==> config.mk <==
export PLATFORM = sky130hd
export DESIGN_NAME = vga_ctrl
export DESIGN_NICKNAME = d
export VERILOG_FILES = /design/src/rtl/vga_pkg.sv /design/src/rtl/vga_if.sv /design/src/rtl/vga_timing_cnt.sv /design/src/rtl/vga_ctrl.sv
export SDC_FILE = /design/constraint.sdc
export NUM_CORES = 1
export LEC_CHECK = 0
export ABC_CLOCK_PERIOD_IN_PS = 3900
export CAP_MARGIN = 40
export CORE_MARGIN = 2
export CORE_UTILIZATION = 30
export DETAILED_ROUTE_END_ITERATION = 10
export GPL_TIMING_DRIVEN = 0
export HOLD_SLACK_MARGIN = 0.02
export MAX_ROUTING_LAYER = met4
export PLACE_DENSITY = 0.62
export SYNTH_ARGS = -nofsm -noshare
export SYNTH_HDL_FRONTEND = slang
export SYNTH_SLANG_ARGS = --single-unit
==> constraint.sdc <==
create_clock -name clk -period 3.9 [get_ports clk]
set_input_delay 0.78 -clock clk [delete_from_list [all_inputs] [get_ports clk]]
set_output_delay 0.78 -clock clk [all_outputs]
set_load 0.01 [all_outputs]
==> src/rtl/vga_pkg.sv <==
// vga_pkg: 640x480@60 geometry shared by the controller, frame memory
// and test code, plus the common counter and pixel types.
package vga_pkg;

   localparam int H_FRONT  = 16;
   localparam int H_SYNC   = 96;
   localparam int H_BACK   = 48;
   localparam int H_ACTIVE = 640;
   localparam int V_FRONT  = 10;
   localparam int V_SYNC   = 2;
   localparam int V_BACK   = 33;
   localparam int V_ACTIVE = 480;

   localparam int H_TOTAL  = H_SYNC + H_BACK + H_ACTIVE + H_FRONT;
   localparam int V_TOTAL  = V_SYNC + V_BACK + V_ACTIVE + V_FRONT;
   localparam int H_ACT_LO = H_SYNC + H_BACK;
   localparam int H_ACT_HI = H_ACT_LO + H_ACTIVE - 1;
   localparam int V_ACT_LO = V_SYNC + V_BACK;
   localparam int V_ACT_HI = V_ACT_LO + V_ACTIVE - 1;

   localparam int CNT_W    = 10;

   typedef logic [CNT_W-1:0] cnt_t;

   typedef struct packed {
      logic [7:0] r;
      logic [7:0] g;
      logic [7:0] b;
   } rgb_t;

endpackage

==> src/rtl/vga_if.sv <==
// vga_if: raster position and region decodes from the timing counter
// to the output stage.
interface vga_if;
   import vga_pkg::*;

   cnt_t h_cnt;
   cnt_t v_cnt;
   logic h_act;
   logic v_act;
   logic h_sync;
   logic v_sync;

   modport master (
      output h_cnt, v_cnt, h_act, v_act, h_sync, v_sync
   );

   modport slave (
      input h_cnt, v_cnt, h_act, v_act, h_sync, v_sync
   );

endinterface

==> src/rtl/vga_timing_cnt.sv <==
// vga_timing_cnt: free-running h/v raster counters and the
// combinational active/sync region decodes.
module vga_timing_cnt #(
   parameter int H_FRONT  = vga_pkg::H_FRONT,
   parameter int H_SYNC   = vga_pkg::H_SYNC,
   parameter int H_BACK   = vga_pkg::H_BACK,
   parameter int H_ACTIVE = vga_pkg::H_ACTIVE,
   parameter int V_FRONT  = vga_pkg::V_FRONT,
   parameter int V_SYNC   = vga_pkg::V_SYNC,
   parameter int V_BACK   = vga_pkg::V_BACK,
   parameter int V_ACTIVE = vga_pkg::V_ACTIVE
) (
   input logic   clk,
   input logic   rst,
   vga_if.master tim
);
   import vga_pkg::*;

   localparam int LN_TOT = H_SYNC + H_BACK + H_ACTIVE + H_FRONT;
   localparam int FR_TOT = V_SYNC + V_BACK + V_ACTIVE + V_FRONT;

   localparam cnt_t H_LAST = cnt_t'(LN_TOT - 1);
   localparam cnt_t V_LAST = cnt_t'(FR_TOT - 1);
   localparam cnt_t H_LO   = cnt_t'(H_SYNC + H_BACK);
   localparam cnt_t H_HI   = cnt_t'(H_SYNC + H_BACK + H_ACTIVE - 1);
   localparam cnt_t V_LO   = cnt_t'(V_SYNC + V_BACK);
   localparam cnt_t V_HI   = cnt_t'(V_SYNC + V_BACK + V_ACTIVE - 1);
   localparam cnt_t H_SY   = cnt_t'(H_SYNC);
   localparam cnt_t V_SY   = cnt_t'(V_SYNC);

   cnt_t r_h_cnt;
   cnt_t r_v_cnt;

   // Line advance and frame wrap happen on the same edge as the h wrap.
   always_ff @(posedge clk or negedge rst) begin
      if (!rst) begin
         r_h_cnt <= '0;
         r_v_cnt <= '0;
      end else if (r_h_cnt == H_LAST) begin
         r_h_cnt <= '0;
         r_v_cnt <= (r_v_cnt == V_LAST) ? '0 : r_v_cnt + 1'b1;
      end else begin
         r_h_cnt <= r_h_cnt + 1'b1;
      end
   end

   assign tim.h_cnt  = r_h_cnt;
   assign tim.v_cnt  = r_v_cnt;
   assign tim.h_act  = (r_h_cnt >= H_LO) && (r_h_cnt <= H_HI);
   assign tim.v_act  = (r_v_cnt >= V_LO) && (r_v_cnt <= V_HI);
   assign tim.h_sync = (r_h_cnt < H_SY);
   assign tim.v_sync = (r_v_cnt < V_SY);

endmodule

==> src/rtl/vga_ctrl.sv <==
// vga_ctrl: VGA raster controller; maps the raster to frame-memory
// addresses and registers sync, blank and colour one cycle later.
module vga_ctrl #(
   parameter int H_FRONT  = vga_pkg::H_FRONT,
   parameter int H_SYNC   = vga_pkg::H_SYNC,
   parameter int H_BACK   = vga_pkg::H_BACK,
   parameter int H_ACTIVE = vga_pkg::H_ACTIVE,
   parameter int V_FRONT  = vga_pkg::V_FRONT,
   parameter int V_SYNC   = vga_pkg::V_SYNC,
   parameter int V_BACK   = vga_pkg::V_BACK,
   parameter int V_ACTIVE = vga_pkg::V_ACTIVE
) (
   input  logic        clk,
   input  logic        rst,
   input  logic [23:0] vga_data,
   output logic [9:0]  h_addr,
   output logic [9:0]  v_addr,
   output logic        VGA_HSYNC,
   output logic        VGA_VSYNC,
   output logic        VGA_BLANK_N,
   output logic [7:0]  VGA_R,
   output logic [7:0]  VGA_G,
   output logic [7:0]  VGA_B,
   output logic        frame_start
);
   import vga_pkg::*;

   localparam cnt_t H_LO = cnt_t'(H_SYNC + H_BACK);
   localparam cnt_t V_LO = cnt_t'(V_SYNC + V_BACK);

   vga_if tim ();

   vga_timing_cnt #(
      .H_FRONT  (H_FRONT),
      .H_SYNC   (H_SYNC),
      .H_BACK   (H_BACK),
      .H_ACTIVE (H_ACTIVE),
      .V_FRONT  (V_FRONT),
      .V_SYNC   (V_SYNC),
      .V_BACK   (V_BACK),
      .V_ACTIVE (V_ACTIVE)
   ) u_cnt (
      .clk (clk),
      .rst (rst),
      .tim (tim)
   );

   logic w_act;
   logic w_first;
   rgb_t w_pix;

   assign w_act   = tim.h_act & tim.v_act;
   assign w_first = (tim.h_cnt == H_LO) && (tim.v_cnt == V_LO);
   assign w_pix   = rgb_t'(vga_data);

   assign h_addr  = tim.h_act ? tim.h_cnt - H_LO : '0;
   assign v_addr  = tim.v_act ? tim.v_cnt - V_LO : '0;

   logic r_hsync;
   logic r_vsync;
   logic r_blank_n;
   logic r_first;
   rgb_t r_rgb;

   // Memory data is gated to black outside the window before registering.
   always_ff @(posedge clk or negedge rst) begin
      if (!rst) begin
         r_hsync   <= 1'b1;
         r_vsync   <= 1'b1;
         r_blank_n <= 1'b0;
         r_first   <= 1'b0;
         r_rgb     <= '0;
      end else begin
         r_hsync   <= ~tim.h_sync;
         r_vsync   <= ~tim.v_sync;
         r_blank_n <= w_act;
         r_first   <= w_first;
         r_rgb     <= w_act ? w_pix : '0;
      end
   end

   assign VGA_HSYNC   = r_hsync;
   assign VGA_VSYNC   = r_vsync;
   assign VGA_BLANK_N = r_blank_n;
   assign frame_start = r_first;
   assign VGA_R       = r_rgb.r;
   assign VGA_G       = r_rgb.g;
   assign VGA_B       = r_rgb.b;

endmodule

* After elaboration in Yosys (flattened, before gate mapping)
Cells that the tools add are included.
** Word-level totals
- Input bits :: 26
- Register bits :: 48
- Word-level logic and storage cells :: 34
** Operators by class
- Add/sub/neg operators :: 4
- Bitwise gates (word level) :: 3
- Reduce and logical (&&, ||, !) cells :: 3
- Eq/ne operators :: 4
- Order comparisons :: 6
- Multiplexer cells :: 5
** Operators by type and width (number)
- $mux W10 :: 4
- $mux W24 :: 1
- $add A10 B1 Y10 const B :: 2
- $eq A10 B10 Y1 const B :: 2
- $le A10 B10 Y1 const B :: 2
- $eq A10 B6 Y1 const B :: 1
- $eq A10 B8 Y1 const B :: 1
- $ge A10 B6 Y1 const B :: 1
- $ge A10 B8 Y1 const B :: 1
- $lt A10 B2 Y1 const B :: 1
- $lt A10 B7 Y1 const B :: 1
- $sub A10 B6 Y10 const B :: 1
- $sub A10 B8 Y10 const B :: 1
- $logic_and A1 B1 Y1 :: 3
- $not A1 Y1 :: 2
- $and A1 B1 Y1 :: 1

* Longest topological paths before layout
- Word-level depth :: 4
- Depth in mapped cells :: 7

* Modules after synthesis
Synthesis repeated with hierarchy kept, for this count alone.
** Unflattened totals
- Cells, all modules :: 236
- Area, all modules :: 2382.3 um^2
** By module, submodules not included
- vga_ctrl :: instances 1, area an instance 1283.7 um^2, cells an instance 120
- vga_timing_cnt :: instances 1, area an instance 1098.6 um^2, cells an instance 116

* Worst setup path before layout
OpenSTA, ideal clock, no wires.
- Path type :: register to output
- Start :: register u_cnt.r_h_cnt[5], in the netlist u_cnt.tim.h_cnt[5]
- End :: output h_addr[7]
- Cell stages (with the launch flop) :: 8
- Slack :: 1336 ps
- Buffers on the path :: 1
- Data arrival time :: 1784 ps
- Cells stage by stage :: dfrtp_1 > inv_1 > ha_1 > nor4b_1 > nand3_1 > a21o_1 > buf_2 > nor3_1
** Between the ends
- Longest elaborated chain between the ends :: 3
- Elaborated cells on any way between the ends :: 5
** RTL lines
- start, declared :: RTL line vga_timing_cnt.sv:31 : cnt_t r_h_cnt;
- start signal, assigned :: RTL line vga_timing_cnt.sv:43 : r_h_cnt <= r_h_cnt + 1'b1;
- $ge A10 B8 Y1 / $le A10 B10 Y1 (equally long branches) :: RTL line vga_timing_cnt.sv:49 : assign tim.h_act = (r_h_cnt >= H_LO) && (r_h_cnt <= H_HI);
- $logic_and A1 B1 Y1 :: RTL line vga_timing_cnt.sv:49
- $mux W10 (*) :: RTL line vga_ctrl.sv:56 : assign h_addr = tim.h_act ? tim.h_cnt - H_LO : '0;
- end, declared :: RTL line vga_ctrl.sv:16 : output logic [9:0] h_addr,
Mark *: on every way between the ends. The rest lies on a longest branch, timed or not.

* Final worst setup path
- Start :: register u_cnt.r_v_cnt[0], in the netlist u_cnt.tim.v_cnt[0]
- End :: output v_addr[0]
** Between the ends
- Longest elaborated chain between the ends :: 3
- Elaborated cells on any way between the ends :: 5
** RTL lines
- start, declared :: RTL line vga_timing_cnt.sv:32 : cnt_t r_v_cnt;
- start signal, assigned :: RTL line vga_timing_cnt.sv:41 : r_v_cnt <= (r_v_cnt == V_LAST) ? '0 : r_v_cnt + 1'b1;
- $ge A10 B6 Y1 / $le A10 B10 Y1 (equally long branches) :: RTL line vga_timing_cnt.sv:50 : assign tim.v_act = (r_v_cnt >= V_LO) && (r_v_cnt <= V_HI);
- $logic_and A1 B1 Y1 :: RTL line vga_timing_cnt.sv:50
- $mux W10 (*) :: RTL line vga_ctrl.sv:57 : assign v_addr = tim.v_act ? tim.v_cnt - V_LO : '0;
- end, declared :: RTL line vga_ctrl.sv:17 : output logic [9:0] v_addr,
Marks and branches as above.

==> results.txt <==
status -> finished, final reports clean
final slew viol count -> 0
initial DRC count -> 53
Final min period -> 3.607 ns
pre-CTS WS -> 0.6351 ns
post-layout util -> 0.4359
CTS tree -> yes
area occupied by multi-input gates -> 0.001070 mm^2
CTS max path bufs -> 2
Tcrit/Tclk final -> 0.9249
register share of total power -> 0.584
Setup CP Type -> reg -> out
switching part of the total -> 0.2205
maximum vdd drop -> 0.1879 mV
hold slack -> 0.4769 ns
CP cell instances -> ha_1 > clkbuf_1 > o41ai_2 > a21o_1 > and2_1 > buf_2 > nor2_1 > clkdlybuf4s50_1
required time worst endpoint -> 3.12 ns
sequential share of the synthesized area -> 0.4984
register bit count reported by yosys -> 48
crit path launch type -> flip-flop
crit path to -> v_addr[0]
proportion of layout cells with a drive suffix above 1 -> 0.09627
setup TNS -> 0 ns
vias in the first global route -> 1863
via-per-instance ratio -> 4.585
core area -> 0.007767 mm^2
antenna-violating nets left -> 0
clk_lat worst skew -> 0.30 ns
highest clock rate -> 0.2772 GHz
TritonRoute pass-1 iters -> 4
slowest CP cell -> dfrtp_1
largest net degree at the start of global routing -> 26
CP top delay family -> buffers and inverters
Placer Congestion -> 0.8563
Rows -> 32
relative slew slack -> 0.5924
clk sinks -> 48
Post-CTS Setup Inserts -> 0
Comb power frac -> 0.042
CTS Buf Count -> 5
# port buffers -> 73
post-CTS resize count -> 0
GR Util All Layers -> 0.1350
worst r2r src -> u_cnt.tim.v_cnt[1]
Placed Cells -> 416
H-tree depth -> 2
ys async rst share -> 1.000
EDFF count, synth -> 0
I/O pins -> 74
reg2reg end -> VGA_B[6]
max incr delay on CP -> 0.48 ns
Worst EP arrival -> 2.83 ns
Remaining Overflow, GRT -> 0
initial antenna violation count -> 0
Power Density -> 251.7 mW/mm^2
ant diodes -> 0
Pint -> 0.6642 mW
Leakage -> 1.567 nW
max cap viols -> 0
R2R setup slack -> 1.67 ns
Clock power frac -> 0.375
synth warn -> 0
worst r2r path cells -> 7
syn nets -> 274
die width -> 93.72 um
clock skew -> 0.006591 ns
first-pass GRT wire length -> 9.204 mm
sum of buffers and inverters on the critical path -> 3
WL/cell -> 13.42 um
WP depth -> 8
switching pwr -> 0.1879 mW
CP endpoint kind -> output port
DIE AREA -> 0.008783 mm^2
top_reg_cell synth -> dfrtp_1
Cell variety after synth -> 45
Clock transition at path regs -> 0.09 ns
Residual DRC -> 0
hold crit path type -> in -> async
Area Growth Syn to Fin -> 40.21%
final worst slack -> 0.2929 ns
storage element area -> 0.001204 mm^2
final setup fails -> 0
die height -> 93.72 um
Fillers -> 772
cells after synthesis -> 240
Finished Layout Cells -> 424
fin nets -> 355
Final Hold Viols -> 0
hold buffers post-CTS -> 0
Crit. Startpoint -> u_cnt.tim.v_cnt[0]
worst-path maximum fanout -> 9
synthesized area -> 0.002415 mm^2
hpwl dp -> 4.180 mm
via count -> 1944
worst-margin pin slew -> 0.6114 ns
Avg Inst Size Synth -> 10.06 um^2
Initial Util -> 0.3109
RSZ-0062 raised after global routing -> no
Root Driver -> clkbuf_8
Routed WL -> 5.688 mm
==> worst reg2reg max path: cells and delay by family, from the launching register on <==
kind / cells / cell delay, ns
and+or+nand+nor: 1 / 0.13
adders and majority gates: 1 / 0.19
AOI/OAI and AO/OA: 3 / 0.85
DFF: 1 / 0.50
buffers and inverters: 2 / 0.51
==> registers in the layout, summed over array words and instances (netlist names) <==
register and cells:
VGA_G 8, VGA_HSYNC 1, frame_start 1, u_cnt.tim.h_cnt 10, VGA_B 8, VGA_BLANK_N 1, VGA_R 8, u_cnt.tim.v_cnt 10
VGA_VSYNC 1
==> cells in the mapped netlist (2+ instances only) <==
| cell | count | share of area |
|---|---|---|
| nand2b_1 | 2 | 0.0052 |
| xor2_1 | 6 | 0.022 |
| or3_1 | 3 | 0.0078 |
| a21o_1 | 2 | 0.0062 |
| nor2_1 | 26 | 0.040 |
| inv_1 | 11 | 0.017 |
| mux2i_1 | 2 | 0.0083 |
| nor3_1 | 6 | 0.012 |
| dfrtp_1 | 46 | 0.48 |
| a21oi_1 | 9 | 0.019 |
| o21ai_0 | 8 | 0.017 |
| dfstp_2 | 2 | 0.022 |
| ha_1 | 8 | 0.041 |
| nand4_1 | 2 | 0.0052 |
| buf_2 | 8 | 0.017 |
| clkbuf_1 | 3 | 0.0047 |
| and2_1 | 26 | 0.067 |
| nand3_1 | 14 | 0.029 |
| buf_4 | 2 | 0.0062 |
| xnor2_1 | 9 | 0.033 |
| and3_1 | 2 | 0.0052 |
| buf_6 | 3 | 0.014 |
| nand2_1 | 18 | 0.028 |
==> cells by family after synthesis <==
family | synth area share
AND/OR/NAND/NOR | 0.2617
buffers and inverters | 0.05855
AO/OA/AOI/OAI | 0.07721
XOR/XNOR | 0.05441
multiplexers | 0.008290
adder cells (fa/ha/maj) | 0.04145
flip-flops | 0.4984
==> cells in the final DEF (no fill, tap or decap), types with 2 or more instances in the layout <==
cell             instances
clkdlybuf4s50_1         72
dfrtp_1                 46
nor2_1                  26
and2_1                  26
nand2_1                 18
nand3_1                 14
inv_1                   11
buf_2                    9
a21oi_1                  9
xnor2_1                  9
o21ai_0                  8
ha_1                     8
nor3_1                   6
xor2_1                   6
clkbuf_8                 6
clkbuf_1                 3
or3_1                    3
buf_6                    3
dfstp_2                  2
and3_1                   2
buf_4                    2
a21o_1                   2
nand2b_1                 2
mux2i_1                  2
nand4_1                  2
clkinvlp_4               2
==> metal layers <==
metal,vias to the layer above,global-route usage,routed length [um]
li1,956,-,-
met1,935,0.1746,2541
met2,47,0.2208,2865
met3,6,0.02648,232
met4,0,0.03019,49
met5,-,-,0
==> through the flow <==
stage          total power [mW]  cell area [um^2]
5_1_grt                  0.8893              3386
4_1_cts                  0.8700              3386
3_3_place_gp             0.5417              3273
6_report                 0.8521              3386
2_1_floorplan            0.5075              2415
3_5_place_dp             0.5439              3288
==> power groups by stage <==
stage	Combinational (mW)	Clock, mW	Sequential, mW
floorplan	0.000179	0	0.507
global placement	0.0345	0	0.507
detailed placement	0.0368	0	0.507
CTS	0.0369	0.336	0.497
global route	0.0394	0.352	0.497
finish	0.0355	0.319	0.497
==> area by class of cell <==
class	count	area share
Buffer	16	0.02956
Clock buffer	6	0.02439
Clock inverter	2	0.004435
Inverter	11	0.01220
Multi-Input combinational cell	165	0.3160
Sequential cell	48	0.3555
Tap cell	102	0.03769
Timing Repair Buffer	74	0.2203
==> worst min-delay path by stage <==
stage | startpoint | to | slack (ns) | cells past startpoint
after floorplan | u_cnt.tim.h_cnt[0] | u_cnt.tim.h_cnt[0] | 0.45 | 1
after global placement | u_cnt.tim.h_cnt[0] | u_cnt.tim.h_cnt[0] | 0.48 | 1
after detailed placement | u_cnt.tim.h_cnt[0] | u_cnt.tim.h_cnt[0] | 0.49 | 1
after CTS | rst | u_cnt.tim.v_cnt[2] | 0.49 | 1
after global routing | rst | u_cnt.tim.v_cnt[2] | 0.51 | 1
final | rst | frame_start | 0.48 | 1
Power figures use the tool's default switching activity.
